<file path="src/rtl/complex_acc_stream.sv">
// Streaming complex accumulator: sums a programmed number of sign-magnitude
// complex products and returns one saturated sign-magnitude sum per job.
module complex_acc_stream #(
  parameter int N  = 24,
  parameter int CW = 4
) (
  input  logic          clk,
  input  logic          rst,
  input  logic          start,
  input  logic [CW-1:0] num_terms,
  input  logic          in_valid,
  output logic          in_ready,
  input  logic [N-1:0]  in_re,
  input  logic [N-1:0]  in_im,
  input  logic          in_ovr,
  output logic          out_valid,
  input  logic          out_ready,
  output logic [N-1:0]  sum_re,
  output logic [N-1:0]  sum_im,
  output logic          ovr,
  output logic          busy
);

  localparam int AW = N + CW;

  typedef enum logic [1:0] {
    IDLE,
    ACC,
    DONE
  } state_t;

  state_t state, state_nx;

  logic signed [AW-1:0] acc_re, acc_im;
  logic signed [AW-1:0] nx_re, nx_im;
  logic [CW-1:0]        cnt;
  logic                 accept, last;
  logic [N:0]           cv_re, cv_im;

  function automatic logic signed [AW-1:0] sm2tc(input logic [N-1:0] x);
    logic signed [AW-1:0] m;
    m = '0;
    m[N-2:0] = x[N-2:0];
    return x[N-1] ? -m : m;
  endfunction

  // Returns {saturated, sign-magnitude value}; zero never carries a sign.
  function automatic logic [N:0] tc2sm(input logic signed [AW-1:0] v);
    logic          neg;
    logic [AW-1:0] mag;
    logic          sat;
    neg = v[AW-1];
    mag = neg ? -v : v;
    sat = |mag[AW-1:N-1];
    return {sat, neg, sat ? {(N-1){1'b1}} : mag[N-2:0]};
  endfunction

  assign accept = (state == ACC) && in_valid;
  assign last   = accept && (cnt == CW'(1));
  assign nx_re  = acc_re + sm2tc(in_re);
  assign nx_im  = acc_im + sm2tc(in_im);
  assign cv_re  = tc2sm(nx_re);
  assign cv_im  = tc2sm(nx_im);

  assign in_ready  = (state == ACC);
  assign out_valid = (state == DONE);
  assign busy      = (state != IDLE);

  always_comb begin
    state_nx = state;
    case (state)
      IDLE: if (start) state_nx = (num_terms == '0) ? DONE : ACC;
      ACC:  if (last) state_nx = DONE;
      DONE: if (out_ready) state_nx = IDLE;
      default: state_nx = IDLE;
    endcase
  end

  always_ff @(posedge clk or posedge rst) begin
    if (rst) state <= IDLE;
    else     state <= state_nx;
  end

  always_ff @(posedge clk or posedge rst) begin
    if (rst) begin
      acc_re <= '0;
      acc_im <= '0;
      cnt    <= '0;
      ovr    <= 1'b0;
      sum_re <= '0;
      sum_im <= '0;
    end else begin
      case (state)
        IDLE: begin
          if (start) begin
            acc_re <= '0;
            acc_im <= '0;
            cnt    <= num_terms;
            ovr    <= 1'b0;
            sum_re <= '0;
            sum_im <= '0;
          end
        end
        ACC: begin
          if (accept) begin
            acc_re <= nx_re;
            acc_im <= nx_im;
            cnt    <= cnt - CW'(1);
            ovr    <= ovr | in_ovr;
            if (last) begin
              sum_re <= cv_re[N-1:0];
              sum_im <= cv_im[N-1:0];
              ovr    <= ovr | in_ovr | cv_re[N] | cv_im[N];
            end
          end
        end
        default: ;
      endcase
    end
  end

endmodule

</file>
<file path="config.mk">
export PLATFORM = sky130hd
export DESIGN_NAME = complex_acc_stream
export DESIGN_NICKNAME = d
export VERILOG_FILES = /design/src/rtl/complex_acc_stream.sv
export SDC_FILE = /design/constraint.sdc
export NUM_CORES = 1
export LEC_CHECK = 0
export CAP_MARGIN = 20
export CELL_PAD_IN_SITES_DETAIL_PLACEMENT = 1
export CELL_PAD_IN_SITES_GLOBAL_PLACEMENT = 2
export CORE_AREA = 2 2 184 186
export CTS_BUF_LIST = sky130_fd_sc_hd__clkbuf_16
export DETAILED_ROUTE_END_ITERATION = 10
export DIE_AREA = 0 0 186 188
export PLACE_DENSITY = 0.8
export SYNTH_ARGS = -nofsm -noshare
export SYNTH_HDL_FRONTEND = slang
export SYNTH_SLANG_ARGS = --single-unit
</file>
<file path="constraint.sdc">
create_clock -name clk -period 4.3 [get_ports clk]
set_input_delay 1.29 -clock clk [delete_from_list [all_inputs] [get_ports clk]]
set_output_delay 1.29 -clock clk [all_outputs]
set_load 0.05 [all_outputs]
</file>
Word level (Yosys, flattened, before mapping). Index checks and enable logic that the tools add are counted.

Register bits after elaboration: 111. Input bits: 58. Output and inout bits: 52. Word-level logic and storage cells: 65.

Add/sub/neg operators: 7. Equal/unequal tests: 7. Muxes and demuxes: 30. Bitwise gates (word level): 3. Reduce and logical (&&, ||, !) cells: 11.

Operator list (count): $mux W28 (7); $mux W24 (5); $pmux W28 S2 (2); $pmux W24 S2 (2); $add A28 B28 Y28 (2); $neg A23 Y28 (2); $neg A28 Y28 (2); $mux W23 (2); $reduce_or A5 Y1 (2); $mux W2 (4); $mux W4 (2); $pmux W4 S2 (1); $ne A2 B1 Y1 const B (3); $pmux W2 S3 (1); $reduce_and A3 Y1 (2); $eq A4 B1 Y1 const B (1); $logic_not A4 Y1 (1); $reduce_and A4 Y1 (1); $reduce_bool A2 Y1 (2); $sub A4 B1 Y4 const B (1); $mux W1 (3); $or A1 B1 Y1 (3); $eq A2 B1 Y1 const B (1); $eq A2 B2 Y1 const B (1); 4 further kinds (5).

Logic depth before layout (Yosys ltp).
Depth in word-level cells: 11. Gate-level depth with buffers: 25.

Least setup slack after synthesis. Ideal clock, no wire load.

Path kind: input-to-reg. Start: in in_re[7]. End: reg ovr. Arrival time: 6.086 ns. Data required time: 4.161 ns. Slack: -1.925 ns. Stages on the path: 21. Buffers on the path: 1. Cells stage by stage: or4_1 > nor3_1 > nand2_1 > or2_2 > or3_1 > or2_2 > nand2_1 > xnor2_1 > ha_1 > clkbuf_1 > a21o_1 > a21o_1 > a21o_1 > or3_1 > nor3_1 > o32ai_1 > or3_1 > nor4_1 > or3b_1 > a21oi_2 > or4_1.

Cells in the longest elaborated chain, start to end: 11.

Ends and longest elaborated chain: from (decl) (RTL line 13) `input logic [N-1:0] in_re,`; $neg A23 Y28 (RTL line 44) `return x[N-1] ? -m : m;`; $mux W28 (*) (RTL line 44); $add A28 B28 Y28 (*) (RTL line 60) `assign nx_re = acc_re + sm2tc(in_re);`; $neg A28 Y28 (RTL line 53) `mag = neg ? -v : v;`; $mux W28 (*) (RTL line 53); $reduce_or A5 Y1 (*) (RTL line 54) `sat = |mag[AW-1:N-1];`; $or A1 B1 Y1 (*) (2 in series) (RTL line 113) `ovr <= ovr | in_ovr | cv_re[N] | cv_im[N];`; $mux W1 (*) (RTL line 110) `if (last) begin`; $mux W1 (*) (RTL line 105) `if (accept) begin`; $pmux W1 S2 (*) (RTL line 93) `case (state)`; to (signal assigned) (RTL line 109) `ovr <= ovr | in_ovr;`; to (signal assigned) (RTL line 113); to (decl) (RTL line 20) `output logic ovr,`.

Every way passes the cells marked *; elsewhere a longest branch is shown, timed or not. The select of a mux whose other input is x is not followed. A chain may end at the register's enable or synchronous reset.

Worst setup path after layout.
Start: in in_re[7]. End: reg sum_re[15].

Cells in the longest elaborated chain, start to end: 10.

Ends and longest elaborated chain: $neg A23 Y28 (RTL line 44); $mux W28 (*) (RTL line 44); $add A28 B28 Y28 (*) (RTL line 60); $neg A28 Y28 (RTL line 53); $mux W28 (*) (RTL line 53); $reduce_or A5 Y1 (RTL line 54); $mux W23 (*) (RTL line 55) `return {sat, neg, sat ? {(N-1){1'b1}} : mag[N-2:0]};`; $mux W24 (*) (RTL line 110); $mux W24 (*) (RTL line 105); $pmux W24 S2 (*) (RTL line 93); to (signal assigned) (RTL line 111) `sum_re <= cv_re[N-1:0];`; to (decl) (RTL line 18) `output logic [N-1:0] sum_re,`.

Marks and branches as above.

==> results.md <==
- GRT Residual Overflow: 0
- CP max FO: 4
- Vias/cell: 5.43
- Pins Over Slew Limit: 0
- CTS root buf: clkbuf_16
- Multi-input logic area: 8220 µm²
- Final period util: 1.40
- Routed WL: 43800 µm
- Initial DRC Count: 532
- Clock H-tree levels: 3
- Setup TNS: -82.70 ns
- Via count: 11600
- Worst Max-Slew Pin Slew: 0.893 ns
- Post-synth EDFFs: 0
- Type of the tightest min-delay check: reg -> reg
- Die Wd: 186 µm
- Worst r2r path cells: 16
- DIE HEIGHT: 188 µm
- Worst reg2reg setup slack: -0.05 ns
- CP max stage delay: 0.55 ns
- Setup ws final: -1.72 ns
- Final Skew: 0.0204 ns
- Failing checks: negative setup slack
- Fillers: 3793
- Pin count of the biggest net entering global routing: 71
- Post-synthesis sequential area ratio: 0.284
- Vias in the first global route: 12400
- First-pass GRT wire length: 65700 µm
- Yosys reg bits: 111
- Most frequent cells in the layout: buf_4 (404), dfrtp_1 (111), nand2_1 (105), clkdlybuf4s50_1 (83)
- Crit Reg-Reg Startpoint: acc_re[0]
- DRT Pass-1 Iters: 7
- Final hold viol count: 0
- Slowest CP cell: or4_4
- Most area-consuming cells after synthesis: dfrtp_1 (28%), ha_1 (7.7%), xnor2_1 (7.4%), a221o_1 (4.8%), nand2_1 (4.7%)
- Share of cells above drive strength 1: 0.431
- Outcome: finished with violations
- Clk_lat worst skew: 0.38 ns
- I/O Buffers: 109
- Arr. time, crit path: 6.33 ns
- Netlist cell types: 80
- R2R Path End: ovr
- Synthesized area: 9770 µm²
- Cell area power density: 688 nW/µm²
- Data required, critical path: 4.61 ns
- Clock buffer count from CTS: 9
- CP cell instances: buf_6 > or4_4 > nor3_4 > nand2_2 > or2_4 > or3_4 > buf_4 > nand2_4 > xnor2_2 > ha_4 > buf_6 > o21ai_2 > o21bai_1 > a21o_1 > a221oi_2 > xnor2_2 > or3b_2 > o41ai_2 > o211ai_1 > a21oi_4 > buf_6 > clkbuf_16 > a221o_1
- CTS max path bufs: 2
- Share of async-settable or async-resettable flops after synthesis: 1.00
- Storage element area: 2780 µm²
- Most common cell after layout, fill and taps aside: buf_4
- F_max: 166 MHz
- Antenna fix cells: 0
- Syn Nets: 1290
- RSZ-0062 raised after global routing: true
- Critical path type: in -> reg
- Final core utilization: 0.503
- Lkg Pwr: 7.54 nW
- Clock Sinks: 111
- Crit path from: in_re[7]
- Cell Rows: 67
- Synth Warn #: 0
- CTS tree: built
- CP Depth: 23
- Synth Flop Type: dfrtp_1
- Peak supply drop: 0.292 mV
- Antenna violations before repair: 0
- Final setup viols: 69
- Layout area overhead: 70.4%
- Cell count after synthesis: 1170
- Initial core utilization: 0.295
- Crit path to: sum_re[15]
- DR WL/cell: 20.5 µm
- Slew HR: 0.405
- GP Congestion: 0.910
- CP delay by family, top: simple AND/OR/NAND/NOR gates
- IO Count: 110
- Post-synth top area share: 0.284
- Synth Area per Inst: 8.35 µm²
- Fin crit period: 6.02 ns
- Core area: 33100 µm²
- Post-DRT Antenna Nets: 0
- Hpwl dp: 31100 µm
- Crit path buffers/inverters: 5
- CP most frequent cell: buf_6
- GRT Resource Usage Total: 0.239
- Nets: 1799
- Clock-pin slew on the worst setup and hold paths: 0.08 ns
- Post-synth top area cell: dfrtp_1
- Number of max-cap violations: 0
- CP Capture Type: register
- Startpoint types: input port
- Die Area: 35000 µm²
- Post-route DRC: 0
==> layout make-up <==
cell class                 instances  share of cell area
clock buffer                       9              0.0135
sequential                       111               0.167
timing repair buffer             555               0.279
inverter                          30             0.00721
tap                              448              0.0337
multi-input combinational        972               0.494
clock inverter                     7             0.00609
==> worst register-to-register path, cell delays in order, from the launching register on <==
cell and delay (ns):
dfrtp_1 0.36, ha_1 0.19, inv_1 0.06, fa_1 0.38, nand2b_1 0.21, a21o_1 0.21, a311oi_1 0.37, o21a_1 0.20
nor4bb_1 0.23, buf_4 0.17, or4b_1 0.48, or3_1 0.37, nor4_1 0.19, or3b_4 0.20, a21oi_4 0.08, buf_12 0.15
or4_4 0.41
==> state kept, by name (all words and copies together), names as in the netlist <==
| signal | cells |
|---|---|
| sum_re | 24 |
| sum_im | 24 |
| acc_im | 28 |
| state | 2 |
| acc_re | 28 |
| cnt | 4 |
| ovr | 1 |
==> synth_stat cells, types with 10 or more instances <==
cell,number
a21oi_1,78
a21o_1,24
or3_1,17
a31oi_1,11
nor2_1,79
a211oi_1,14
and3_1,13
o41ai_1,10
inv_1,30
xor2_1,33
nor3_1,28
dfrtp_1,111
o31ai_1,17
o21ai_0,84
ha_1,60
nor4_1,12
nand2_1,123
xnor2_1,83
a221o_1,47
clkbuf_1,49
o211ai_1,10
and2_1,10
or2_2,20
nand3_1,19
o21a_1,11
a22o_1,27
nand4_1,11
==> where the power goes <==
part	switching (mW)	internal (mW)
sequential	0.281	1.39
combinational	4.77	4.04
clock	0.454	0.520
==> worst min path at each step <==
stage                     cells past startpoint       start  slack (ns)          to
after floorplan                               2   acc_re[0]        0.45   acc_re[0]
after global placement                        2  sum_re[23]        0.47  sum_re[23]
after detailed placement                      2  sum_re[23]        0.48  sum_re[23]
after CTS                                     2  sum_re[23]        0.50  sum_re[23]
after global routing                          2  acc_im[20]        0.51  acc_im[20]
final                                         2  acc_re[14]        0.49  acc_re[14]
==> logic make-up (layout without fill, tap and decap cells) <==
kind of cell	after synthesis	in the layout	synth area share
multiplexers	3	3	0.00307
XOR/XNOR	117	117	0.106
AND/OR/NAND/NOR	386	386	0.199
flip-flops	111	111	0.284
buffers and inverters	87	601	0.0347
AO/OA/AOI/OAI	404	404	0.293
adder cells (fa/ha/maj)	62	62	0.0809
==> per-layer routing <==
metal  vias up  share of wire  GRT usage
li1       5437              -          -
met1      5830           0.42      0.289
met2       228           0.52      0.437
met3        91          0.026     0.0214
met4         0          0.033     0.0881
met5         -              0          0
==> timing repair <==
item	4_1_cts	5_1_grt
hold buffers	0	0
endpoints found under the setup margin	82	82
cloned	4	1
setup buffers	43	34
resized for setup	218	196
pin swaps	79	104
==> through the flow <==
stage	total power, mW	worst slack (ns)	cells	instance area (µm²)	hold slack (ns)
finish	11.5	-1.72	2132	16600	0.492
CTS	10.7	-1.67	2109	15700	0.498
global placement	8.92	-2.31	2049	14300	0.470
floorplan	5.80	-1.68	1170	10100	0.453
global route	12.2	-1.91	2132	16600	0.511
detailed placement	9.12	-2.52	2049	14300	0.478
Power figures use the tool's default switching activity.
